--- src/rtl/mmcm_drp_ctrl.sv ---
`timescale 1ns/1ps
// MMCM run-time reconfiguration over DRP: holds RST, read-modify-writes the
// selected mode's register table from an external ROM, then waits for LOCKED.
module mmcm_drp_ctrl #(
    parameter int  NUM_REGS     = 23,
    parameter int  MODE_W       = 2,
    parameter int  RST_HOLD     = 8,
    parameter int  DRP_TIMEOUT  = 64,
    parameter int  LOCK_TIMEOUT = 100000,
    localparam int IDX_W        = $clog2(NUM_REGS)
) (
    input  logic                    clk,
    input  logic                    rst_n,
    input  logic                    cfg_req,
    input  logic [MODE_W-1:0]       cfg_mode,
    output logic                    cfg_busy,
    output logic                    cfg_done,
    output logic                    cfg_err,
    output logic [MODE_W+IDX_W-1:0] tbl_addr,
    input  logic [38:0]             tbl_data,
    output logic [6:0]              drp_daddr,
    output logic [15:0]             drp_di,
    input  logic [15:0]             drp_do,
    output logic                    drp_den,
    output logic                    drp_dwe,
    input  logic                    drp_drdy,
    output logic                    mmcm_rst,
    input  logic                    mmcm_locked
);

    localparam int RC_W = $clog2(RST_HOLD) + 1;
    localparam int TC_W = $clog2(DRP_TIMEOUT) + 1;
    localparam int LC_W = $clog2(LOCK_TIMEOUT) + 1;

    localparam logic [RC_W-1:0]  RC_LAST  = RC_W'(RST_HOLD - 1);
    localparam logic [TC_W-1:0]  TC_LAST  = TC_W'(DRP_TIMEOUT - 1);
    localparam logic [LC_W-1:0]  LC_LAST  = LC_W'(LOCK_TIMEOUT - 1);
    localparam logic [IDX_W-1:0] IDX_LAST = IDX_W'(NUM_REGS - 1);

    localparam logic [3:0] S_IDLE  = 4'd0;
    localparam logic [3:0] S_RST   = 4'd1;
    localparam logic [3:0] S_FETCH = 4'd2;
    localparam logic [3:0] S_FLAT  = 4'd3;
    localparam logic [3:0] S_READ  = 4'd4;
    localparam logic [3:0] S_RWAIT = 4'd5;
    localparam logic [3:0] S_WRITE = 4'd6;
    localparam logic [3:0] S_WWAIT = 4'd7;
    localparam logic [3:0] S_REL   = 4'd8;
    localparam logic [3:0] S_LWAIT = 4'd9;
    localparam logic [3:0] S_DONE  = 4'd10;
    localparam logic [3:0] S_ERR   = 4'd11;

    logic [3:0]              state_q, state_d;
    logic [MODE_W-1:0]       mode_q, mode_d;
    logic [IDX_W-1:0]        idx_q, idx_d, idx_inc;
    logic [RC_W-1:0]         rc_q, rc_d;
    logic [TC_W-1:0]         tc_q, tc_d;
    logic [LC_W-1:0]         lc_q, lc_d;
    logic [15:0]             mask_q, mask_d;
    logic [15:0]             val_q, val_d;
    logic                    busy_q, busy_d;
    logic                    done_q, done_d;
    logic                    err_q, err_d;
    logic                    den_q, den_d;
    logic                    dwe_q, dwe_d;
    logic                    mrst_q, mrst_d;
    logic [MODE_W+IDX_W-1:0] taddr_q, taddr_d;
    logic [6:0]              daddr_q, daddr_d;
    logic [15:0]             di_q, di_d;
    logic                    lock_meta_q, lock_sync_q;
    logic                    go_err;

    assign idx_inc = idx_q + IDX_W'(1);

    always_comb begin
        state_d = state_q;
        mode_d  = mode_q;
        idx_d   = idx_q;
        rc_d    = rc_q;
        tc_d    = tc_q;
        lc_d    = lc_q;
        mask_d  = mask_q;
        val_d   = val_q;
        busy_d  = busy_q;
        done_d  = 1'b0;
        err_d   = err_q;
        den_d   = 1'b0;
        dwe_d   = 1'b0;
        mrst_d  = mrst_q;
        taddr_d = taddr_q;
        daddr_d = daddr_q;
        di_d    = di_q;
        go_err  = 1'b0;
        case (state_q)
            S_IDLE: begin
                if (cfg_req) begin
                    mode_d  = cfg_mode;
                    busy_d  = 1'b1;
                    err_d   = 1'b0;
                    idx_d   = '0;
                    rc_d    = '0;
                    mrst_d  = 1'b1;
                    state_d = S_RST;
                end
            end
            S_RST: begin
                if (rc_q == RC_LAST) begin
                    taddr_d = {mode_q, idx_q};
                    state_d = S_FETCH;
                end else begin
                    rc_d = rc_q + RC_W'(1);
                end
            end
            S_FETCH: state_d = S_FLAT;
            S_FLAT: begin
                daddr_d = tbl_data[38:32];
                mask_d  = tbl_data[31:16];
                val_d   = tbl_data[15:0];
                den_d   = 1'b1;
                state_d = S_READ;
            end
            S_READ: begin
                tc_d    = '0;
                state_d = S_RWAIT;
            end
            S_RWAIT: begin
                // mask bit set keeps the bit read back from the MMCM
                if (drp_drdy) begin
                    di_d    = (drp_do & mask_q) | (val_q & ~mask_q);
                    den_d   = 1'b1;
                    dwe_d   = 1'b1;
                    state_d = S_WRITE;
                end else if (tc_q == TC_LAST) begin
                    go_err = 1'b1;
                end else if (tc_q != '1) begin
                    tc_d = tc_q + TC_W'(1);
                end
            end
            S_WRITE: begin
                tc_d    = '0;
                state_d = S_WWAIT;
            end
            S_WWAIT: begin
                if (drp_drdy) begin
                    if (idx_q == IDX_LAST) begin
                        mrst_d  = 1'b0;
                        state_d = S_REL;
                    end else begin
                        idx_d   = idx_inc;
                        taddr_d = {mode_q, idx_inc};
                        state_d = S_FETCH;
                    end
                end else if (tc_q == TC_LAST) begin
                    go_err = 1'b1;
                end else if (tc_q != '1) begin
                    tc_d = tc_q + TC_W'(1);
                end
            end
            S_REL: begin
                lc_d    = '0;
                state_d = S_LWAIT;
            end
            S_LWAIT: begin
                // counter keeps running across lock glitches
                if (lock_sync_q) begin
                    busy_d  = 1'b0;
                    done_d  = 1'b1;
                    state_d = S_DONE;
                end else if (lc_q == LC_LAST) begin
                    go_err = 1'b1;
                end else if (lc_q != '1) begin
                    lc_d = lc_q + LC_W'(1);
                end
            end
            S_DONE:  state_d = S_IDLE;
            S_ERR:   state_d = S_IDLE;
            default: state_d = S_IDLE;
        endcase
        if (go_err) begin
            mrst_d  = 1'b0;
            err_d   = 1'b1;
            busy_d  = 1'b0;
            state_d = S_ERR;
        end
    end

    always_ff @(posedge clk or negedge rst_n) begin
        if (!rst_n) begin
            state_q     <= S_IDLE;
            mode_q      <= '0;
            idx_q       <= '0;
            rc_q        <= '0;
            tc_q        <= '0;
            lc_q        <= '0;
            mask_q      <= '0;
            val_q       <= '0;
            busy_q      <= 1'b0;
            done_q      <= 1'b0;
            err_q       <= 1'b0;
            den_q       <= 1'b0;
            dwe_q       <= 1'b0;
            mrst_q      <= 1'b0;
            taddr_q     <= '0;
            daddr_q     <= '0;
            di_q        <= '0;
            lock_meta_q <= 1'b0;
            lock_sync_q <= 1'b0;
        end else begin
            state_q     <= state_d;
            mode_q      <= mode_d;
            idx_q       <= idx_d;
            rc_q        <= rc_d;
            tc_q        <= tc_d;
            lc_q        <= lc_d;
            mask_q      <= mask_d;
            val_q       <= val_d;
            busy_q      <= busy_d;
            done_q      <= done_d;
            err_q       <= err_d;
            den_q       <= den_d;
            dwe_q       <= dwe_d;
            mrst_q      <= mrst_d;
            taddr_q     <= taddr_d;
            daddr_q     <= daddr_d;
            di_q        <= di_d;
            lock_meta_q <= mmcm_locked;
            lock_sync_q <= lock_meta_q;
        end
    end

    assign cfg_busy  = busy_q;
    assign cfg_done  = done_q;
    assign cfg_err   = err_q;
    assign tbl_addr  = taddr_q;
    assign drp_daddr = daddr_q;
    assign drp_di    = di_q;
    assign drp_den   = den_q;
    assign drp_dwe   = dwe_q;
    assign mmcm_rst  = mrst_q;

endmodule
--- config.mk ---
export PLATFORM = sky130hd
export DESIGN_NAME = mmcm_drp_ctrl
export DESIGN_NICKNAME = d
export VERILOG_FILES = /design/src/rtl/mmcm_drp_ctrl.sv
export SDC_FILE = /design/constraint.sdc
export NUM_CORES = 1
export LEC_CHECK = 0
export ABC_AREA = 1
export BUFFER_PORTS_ARGS = -buffer_cell sky130_fd_sc_hd__clkbuf_2
export CORE_MARGIN = 8
export CORE_UTILIZATION = 50
export CTS_CLUSTER_SIZE = 10
export DETAILED_ROUTE_END_ITERATION = 16
export PLACE_DENSITY = 0.76
export SLEW_MARGIN = 20
export SYNTH_ARGS = -nofsm -noshare
export SYNTH_HDL_FRONTEND = slang
export SYNTH_SLANG_ARGS = --single-unit
--- constraint.sdc ---
create_clock -name clk -period 1.51 [get_ports clk]
set_input_delay 0.2265 -clock clk [delete_from_list [all_inputs] [get_ports clk]]
set_output_delay 0.2265 -clock clk [all_outputs]
set_load 0.02 [all_outputs]
==> reports/results.ini <==
[detailed_routing]
drt.antenna.violating_nets = 0
routed_wl_mm = 15.1
drt_iter0_markers = 464
dr.pass1.iters = 5
detail_route.wl_per_cell_um = 15.6
vias = 5024
avgViaCountPerCell = 5.20
route.detailed.drc = 0

[final_layout]
n_antenna_cell = 0
fill_cells = 740
area_growth_syn_to_layout_pct = 39.0
layout-drive-gt1-share_pct = 43.5
fin_util_pct = 71.8
final_nets = 893

[clock_tree]
clk_pin_slew_worst_paths_ps = 100
cts_buffers = 9
tritoncts = done
cts-root-buf = clkbuf_8
clock-sinks = 110
h-tree-depth = 3
clk_path_buf_depth = 2
clk_latency_ps = 380

[outcome]
violations = negative setup slack
status = finished with violations

[placed_design]
portBuffers = 97
gp_congestion = 0.888
dp_hpwl_mm = 9.79

[die]
num_io_pins = 98
initial_core_util_pct = 51.7
core_area_um2 = 10400
die_area_um2 = 14300
die_w_um = 120
num_rows = 37
die_h_um = 120

[synthesis]
ys_seq_area_share_pct = 51.4
ys_ff_latch = 110
syn-instance-count = 634
syn_area_per_cell_um2 = 8.45
synth-main-ff-cell = dfrtp_1
ys_warn_count = 0
synth_area_um2 = 5360
async_flop_share_pct = 100
syn_nets = 702
synth_edf_count = 0
synth_cell_types = 34

[pwr]
p_leak_nw = 3.70
vdd_drop_max_mv = 1.02
power_density_nw_per_um2 = 1570

[timing]
slew_viol_final = 0
tightest_slew_ps = 403
rsz0062_at_grt = true
whs_ps = 57.4
setup_viol_count_final = 40
layout_setup_ws_ps = -146
period_share_pct = 110
fin_crit_ps = 1660
hold_viol_final = 0
relSlewSlack_pct = 72.8
clock-skew-final_ps = 13.7
fmax_mhz = 604

[setup_path]
crit_type = reg2reg
critPathBufInv = 4
cp_num_cells = 12
arrival_ps = 1930
crit_slowest_cell = dfrtp_1
cp.required_ps = 1790
crit_path_end_kind = flop
crit_chain = inv_2 > nor2_4 > buf_6 > nand2_4 > nor2_4 > nand3_2 > o21ai_2 > a21oi_4 > buf_6 > buf_8 > nand3_2 > nand2_2
critPathLaunchType = flop
path_delay_family = simple AND/OR/NAND/NOR gates
cp_slowest_stage_delay_ps = 450
ff2ff_path_depth = 12
crit_fanout = 7

[global_routing]
grt_usage_pct = 19.5
grt_max_degree = 58
antenna_found_initial = 0
grt_pass1_wl_mm = 23.2
grt_overflow_total = 0
first_global_vias = 4962

[flow_run]
cap_violations = 0

[hold_path]
min_path_type = in2reg
hold_depth = 3

## layout make-up
type	instances	area, um2	area share (%)
Multi-Input combinational cell	443	2660	35.7
Tap cell	136	170	2.28
Inverter	69	287	3.85
Clock inverter	5	42.5	0.571
Sequential cell	110	2760	37.0
Timing Repair Buffer	191	1370	18.4
Clock buffer	11	151	2.03
Timing Repair inverter	1	8.76	0.118
## through the flow
| step | setup TNS, ps | cells | worst slack, ps | instance area (um2) | total power [mW] |
|---|---|---|---|---|---|
| 2_1_floorplan | -1410 | 634 | -96.4 | 5360 | 7.15 |
| 3_3_place_gp | -773 | 920 | -80.5 | 6500 | 8.64 |
| 3_5_place_dp | -2570 | 920 | -143 | 6500 | 8.90 |
| 4_1_cts | -1410 | 948 | -93.0 | 6990 | 10.8 |
| 5_1_grt | -6660 | 966 | -217 | 7450 | 12.4 |
| 6_report | -2650 | 966 | -146 | 7450 | 11.7 |
## worst paths after layout
path,start,endpoint,slack (ps)
setup / recovery,state_q[0]$_DFFE_PN0P_,lc_q[15]$_DFFE_PN0P_,-150
hold / removal,cfg_mode[1],mode_q[1]$_DFFE_PN0P_,60
setup reg to reg,state_q[0]$_DFFE_PN0P_,lc_q[15]$_DFFE_PN0P_,-150
hold reg to reg,lock_meta_q$_DFF_PN0_,lock_sync_q$_DFF_PN0_,360
max in group asynchronous,rst_n,lc_q[8]$_DFFE_PN0P_,820
min in group asynchronous,rst_n,mask_q[4]$_DFFE_PN0P_,200
## per-layer routing
layer,track usage (%),routed length [um]
met2,31.9,7490
met3,5.02,1140
met1,24.7,6250
met4,6.48,242
met5,0,0
## timing repair
item / 4_1_cts / 5_1_grt
pin swaps: 15 / 42
endpoints found under the hold margin: 111 / 0
gates cloned: 1 / 4
endpoints found under the setup margin: 52 / 72
hold buffers: 2 / 0
resized for setup: 56 / 115
setup buffers: 9 / 16
## kinds of logic (layout without fill, tap and decap cells)
| kind of cell | Yosys count | in the layout | synth area share, % |
|---|---|---|---|
| simple gates | 309 | 309 | 24.1 |
| flops | 110 | 110 | 51.4 |
| compound gates | 87 | 88 | 9.23 |
| buf+inv | 82 | 277 | 6.28 |
| mux | 23 | 23 | 4.84 |
| xor+xnor | 17 | 17 | 2.78 |
| fa+ha+maj | 6 | 6 | 1.40 |
## report_power, final
group	total, mW	leakage [nW]	internal (mW)	switching (mW)
registers	4.57	1.36	3.97	0.603
clock network	1.75	0.0961	0.706	1.04
logic	5.37	2.24	2.35	3.03
total	11.7	3.70	7.03	4.67
## flip-flops by register name (all words and copies together) (netlist names), 2 cells and up
name / flops
val_q: 16
drp_daddr: 7
tc_q: 7
mode_q: 2
lc_q: 18
state_q: 4
mask_q: 16
idx_q: 5
rc_q: 4
drp_di: 16
tbl_addr: 7
## worst min-delay path, stage by stage
cell and delay (ps):
clkbuf_2 70, nand2_1 40, o21ai_0 60
## layout by cell type, fill, tap and decap left out, drive strengths merged, types with 2 or more instances in the layout
cell,count
clkinv,4
inv,70
xor2,12
dlygate4sd3,2
or2,2
mux2,23
nor3,7
o21ai,56
a21oi,26
clkbuf,109
ha,6
nand4,6
xnor2,5
dfrtp,110
nand2,189
buf,91
nand3,23
nor2,81
o31ai,3
## cells in the mapped netlist, types with 3 or more instances
cell	instances	area share [%]
o21ai_0	43	4.0
nand3_1	21	2.0
ha_1	6	1.4
nor2_4	3	0.63
xnor2_1	5	0.82
nand2_1	185	13
nor3_1	6	0.56
a21oi_1	25	2.3
o21ai_2	9	1.5
o21ai_1	3	0.28
nand2_2	3	0.35
mux2_2	23	4.8
nor2_2	4	0.47
o31ai_1	3	0.42
nor2_1	74	5.2
xor2_1	12	2.0
dfrtp_1	110	51
nand4_1	6	0.70
buf_2	8	0.75
inv_1	67	4.7
Note: power is estimated with default switching activity, not from simulation.
